--- config.mk ---
export PLATFORM = sky130hd
export DESIGN_NAME = pipe_stage_skid
export DESIGN_NICKNAME = d
export VERILOG_FILES = /design/src/rtl/pipe_stage_skid.sv
export SDC_FILE = /design/constraint.sdc
export NUM_CORES = 1
export LEC_CHECK = 0
export BUFFER_PORTS_ARGS = -buffer_cell sky130_fd_sc_hd__buf_2
export CELL_PAD_IN_SITES_DETAIL_PLACEMENT = 1
export CELL_PAD_IN_SITES_GLOBAL_PLACEMENT = 1
export CORE_MARGIN = 4
export CORE_UTILIZATION = 30
export DETAILED_ROUTE_END_ITERATION = 8
export PLACE_DENSITY = 0.69
export SYNTH_ARGS = -nofsm -noshare
export SYNTH_HDL_FRONTEND = slang
export SYNTH_SLANG_ARGS = --single-unit
--- constraint.sdc ---
create_clock -name clk -period 4.39 [get_ports clk]
set_clock_uncertainty 0.2 [all_clocks]
set_input_delay 1.0975 -clock clk [delete_from_list [all_inputs] [get_ports clk]]
set_output_delay 1.0975 -clock clk [all_outputs]
set_load 0.005 [all_outputs]
--- src/rtl/pipe_stage_skid.sv ---
// Elastic pipeline stage with a 2-entry skid buffer.
// in_ready comes straight from a flop, so no ready path crosses the stage.
module pipe_stage_skid #(
    parameter int WIDTH = 32,
    parameter int CNT_W = 16
) (
    input  logic             clk,
    input  logic             rst,
    input  logic             flush,
    input  logic             in_valid,
    output logic             in_ready,
    input  logic [WIDTH-1:0] in_data,
    output logic             out_valid,
    input  logic             out_ready,
    output logic [WIDTH-1:0] out_data,
    output logic [1:0]       occupancy,
    output logic [CNT_W-1:0] xfer_count
);

    typedef enum logic [1:0] {
        EMPTY = 2'd0,
        ONE   = 2'd1,
        FULL  = 2'd2
    } state_t;

    localparam logic [CNT_W-1:0] CNT_ONE = {{(CNT_W-1){1'b0}}, 1'b1};

    state_t           state;
    logic             main_valid;
    logic             skid_valid;
    logic             rdy_q;
    logic [WIDTH-1:0] main_data;
    logic [WIDTH-1:0] skid_data;
    logic [CNT_W-1:0] xfer_q;
    logic             accept;
    logic             pop;

    assign accept     = in_valid & rdy_q;
    assign pop        = main_valid & out_ready;

    assign in_ready   = rdy_q;
    assign out_valid  = main_valid;
    assign out_data   = main_data;
    assign occupancy  = state;
    assign xfer_count = xfer_q;

    always_ff @(posedge clk or posedge rst) begin
        if (rst) begin
            state      <= EMPTY;
            main_valid <= 1'b0;
            skid_valid <= 1'b0;
            rdy_q      <= 1'b1;
            main_data  <= '0;
            skid_data  <= '0;
            xfer_q     <= '0;
        end else begin
            // A pop coinciding with flush still counts as retired.
            if (pop)
                xfer_q <= xfer_q + CNT_ONE;

            if (flush) begin
                state      <= EMPTY;
                main_valid <= 1'b0;
                skid_valid <= 1'b0;
                rdy_q      <= 1'b1;
            end else begin
                unique case (state)
                    EMPTY: begin
                        if (accept) begin
                            main_data  <= in_data;
                            main_valid <= 1'b1;
                            state      <= ONE;
                        end
                    end
                    ONE: begin
                        unique case (1'b1)
                            accept & pop: begin
                                main_data <= in_data;
                            end
                            accept & ~pop: begin
                                skid_data  <= in_data;
                                skid_valid <= 1'b1;
                                rdy_q      <= 1'b0;
                                state      <= FULL;
                            end
                            ~accept & pop: begin
                                main_valid <= 1'b0;
                                state      <= EMPTY;
                            end
                            default: begin
                            end
                        endcase
                    end
                    FULL: begin
                        if (pop) begin
                            main_data  <= skid_data;
                            skid_valid <= 1'b0;
                            rdy_q      <= 1'b1;
                            state      <= ONE;
                        end
                    end
                    default: begin
                        state      <= EMPTY;
                        main_valid <= 1'b0;
                        skid_valid <= 1'b0;
                        rdy_q      <= 1'b1;
                    end
                endcase
            end
        end
    end

endmodule

==> impl_metrics.ini <==
[synth]
yosysUniqueCellTypes = 35
ys_async_sr_fraction = 1.00
yosysTopAreaCell = dfrtp_1
synth.avg_cell_area_um2 = 13.0
synth_ff_type = dfrtp_1
synth_nets = 307
synth_seq_cells = 84
synth-edff-count = 0
synth_top_area_frac = 0.595
synth_warnings = 0
synth-seq-area-share = 0.602
synth_area_leaders = dfrtp_1 59%, mux2_1 9.7%, a2bb2oi_1 8.0%, o22ai_1 5.7%, xnor2_1 2.8%
syn-instance-count = 269
netlist_area_mm2 = 0.00349

[place]
post-place-ws_ns = 1.06
gp_congestion = 0.739
port_buffers = 88
dp_hpwl_mm = 6.03

[detailed_routing]
drt-wirelength-per-cell_um = 17.6
wirelength_mm = 8.86
vias_per_cell = 4.94
antenna_left = 0
routed.top_layer = met4
num_vias = 2492
wl_met1_mm = 4.18
met3WireLength_um = 430
drc = 0
route.met2.wl_mm = 4.18
initialDrtViolationCount = 76
drtPass1Iterations = 4

[floorplanning]
die-area_mm2 = 0.0134
fp.dieH_um = 116
io-pin-count = 89
std_cell_rows = 39
coreArea_mm2 = 0.0114
die_x_um = 116
start_util = 0.306

[layout]
final_cell_mix = 88 x buf_2, 83 x dfrtp_1, 32 x o22ai_1, 32 x a2bb2oi_1, 30 x mux2_1
final_util = 0.383
num_antenna_cells = 0
area_delta_synth_final_pct = 25.3
mostFrequentLayoutCell = buf_2
drive_above_1_share = 0.332
finalNetCount = 394
fill_cells = 1258

[setup_path]
reg2reg_depth = 4
critical_path_buf_inv_count = 2
path_cells = buf_2, nand2_1, or2_1, a21boi_4, buf_4, a2bb2oi_1
cp-start-kind = input pin
crit_slowest_cell = a21boi_4
endpoint_kind = register
arrival_ns = 3.00
cpPeakStageDelay_ns = 0.75
crit_family = compound AO/OA/AOI/OAI gates
crit_type = input pin to register
worstPathRequired_ns = 4.44
r2r_start = occupancy[0]$_DFFE_PP0P_
r2r_end = out_data[9]$_DFFE_PP0P_
r2r_slack_ns = 1.71
cp_max_fo = 24

[outcome]
status = finished clean

[sta]
setup_tns_ns = 0
worst_slack_ns = 1.44
worst_pin_slew_ns = 1.02
fmax_mhz = 339
fin_crit_ns = 2.95
finalSetupViolCount = 0
finalHoldViolations = 0
relSlewSlack = 0.319
post-route-period-util = 0.671
slew_viol_final = 0
hold_slack_ns = 0.277
rsz0062_at_grt = false

[clock_network]
post_cts_buffers = 0
numClockSinks = 84
clkTransAtPathRegs_ns = 0.07
root_buffer = clkbuf_16
cts_buffers = 9
hold_buffers = 0
worstSkewPairLatency_ns = 0.33
cts_resized = 0
cts_tree = done
cts_max_level = 3
clk_path_buf_depth = 2

[worst_hold_path]
hold_path_startpoint = xfer_count[15]$_DFFE_PP0P_
min_path_cells = 1
holdPathEnd = xfer_count[15]$_DFFE_PP0P_
hp-class = register to register

[global_route]
overflow = 0
antenna_found_initial = 0
track_usage = 0.136
grt_pass1_vias = 2707
grt_first_pass_wirelength_mm = 14.2
grt_max_degree = 58

[flow_run]
cap_violations = 0

[pwr]
p_comb_frac = 0.253
p_int_w = 0.00193
switchingPower_w = 0.000813
clock_power_share = 0.278
p_per_area_mw_per_mm2 = 627
p_seq_frac = 0.470
leakage_nw = 1.99
switching_share = 0.296
peakVddDrop_mv = 0.179
## Yosys cell counts (all sizes together) (4+ instances only)
cell     count
a2bb2oi     32
buf          8
clkbuf      11
dfrtp       83
mux2        32
nand2       15
nand3        5
nand4        6
nor2         6
o22ai       32
xnor2       11
xor2         4
## power by group through the flow
stage	clock (W)	sequential, W	combinational (W)
6_report	0.000762	0.00129	0.000694
5_1_grt	0.000818	0.00133	0.000776
4_1_cts	0.000788	0.00129	0.000715
3_5_place_dp	0	0.00130	0.000712
3_3_place_gp	0	0.00129	0.000684
2_1_floorplan	0	0.00127	0.000412
## cell families (layout without fill, tap and decap cells)
group | count (synthesis) | in the layout | share of synthesized area
buffers and inverters | 21 | 113 | 0.0330
flip-flops | 84 | 84 | 0.602
AO/OA/AOI/OAI | 74 | 74 | 0.160
XOR/XNOR | 15 | 15 | 0.0376
multiplexers | 32 | 32 | 0.103
AND/OR/NAND/NOR | 42 | 42 | 0.0609
adder cells (fa/ha/maj) | 1 | 1 | 0.00358
## how the worst max path moves through the flow
stage,end,from,cells after the start
3_3_place_gp,out_data[12]$_DFFE_PP0P_,in_valid,6
2_1_floorplan,occupancy[0]$_DFFE_PP0P_,rst,1
6_report,out_data[9]$_DFFE_PP0P_,in_valid,6
5_1_grt,out_data[14]$_DFFE_PP0P_,in_valid,6
3_5_place_dp,out_data[5]$_DFFE_PP0P_,in_valid,6
4_1_cts,out_data[4]$_DFFE_PP0P_,in_valid,6
## flip-flops by register name, summed over array words and instances, names as in the netlist
name / count
xfer_count: 16
out_data: 32
in_ready: 1
out_valid: 1
skid_data: 32
occupancy: 2
## per-layer routing
metal / vias to the layer above / track usage
met3: 5 / 0.0324
met5: - / 0
li1: 1178 / -
met1: 1258 / 0.186
met4: 0 / 0.0394
met2: 51 / 0.214
## final cells by class
cell class	count	area (µm²)	share of cell area
timing repair buffer	95	493	0.113
sequential	84	2100	0.480
inverter	2	8.76	0.00200
clock buffer	9	225	0.0514
clock inverter	7	76.3	0.0174
tap	143	179	0.0409
multi-input combinational	164	1290	0.295
## per-stage QoR
step	cells	total power (W)	instance area, µm²
detailed placement	488	0.00201	4080
global placement	488	0.00197	4080
CTS	504	0.00279	4380
global route	504	0.00293	4380
finish	504	0.00275	4380
floorplan	269	0.00168	3490
Note: power is estimated with default switching activity, not from simulation.
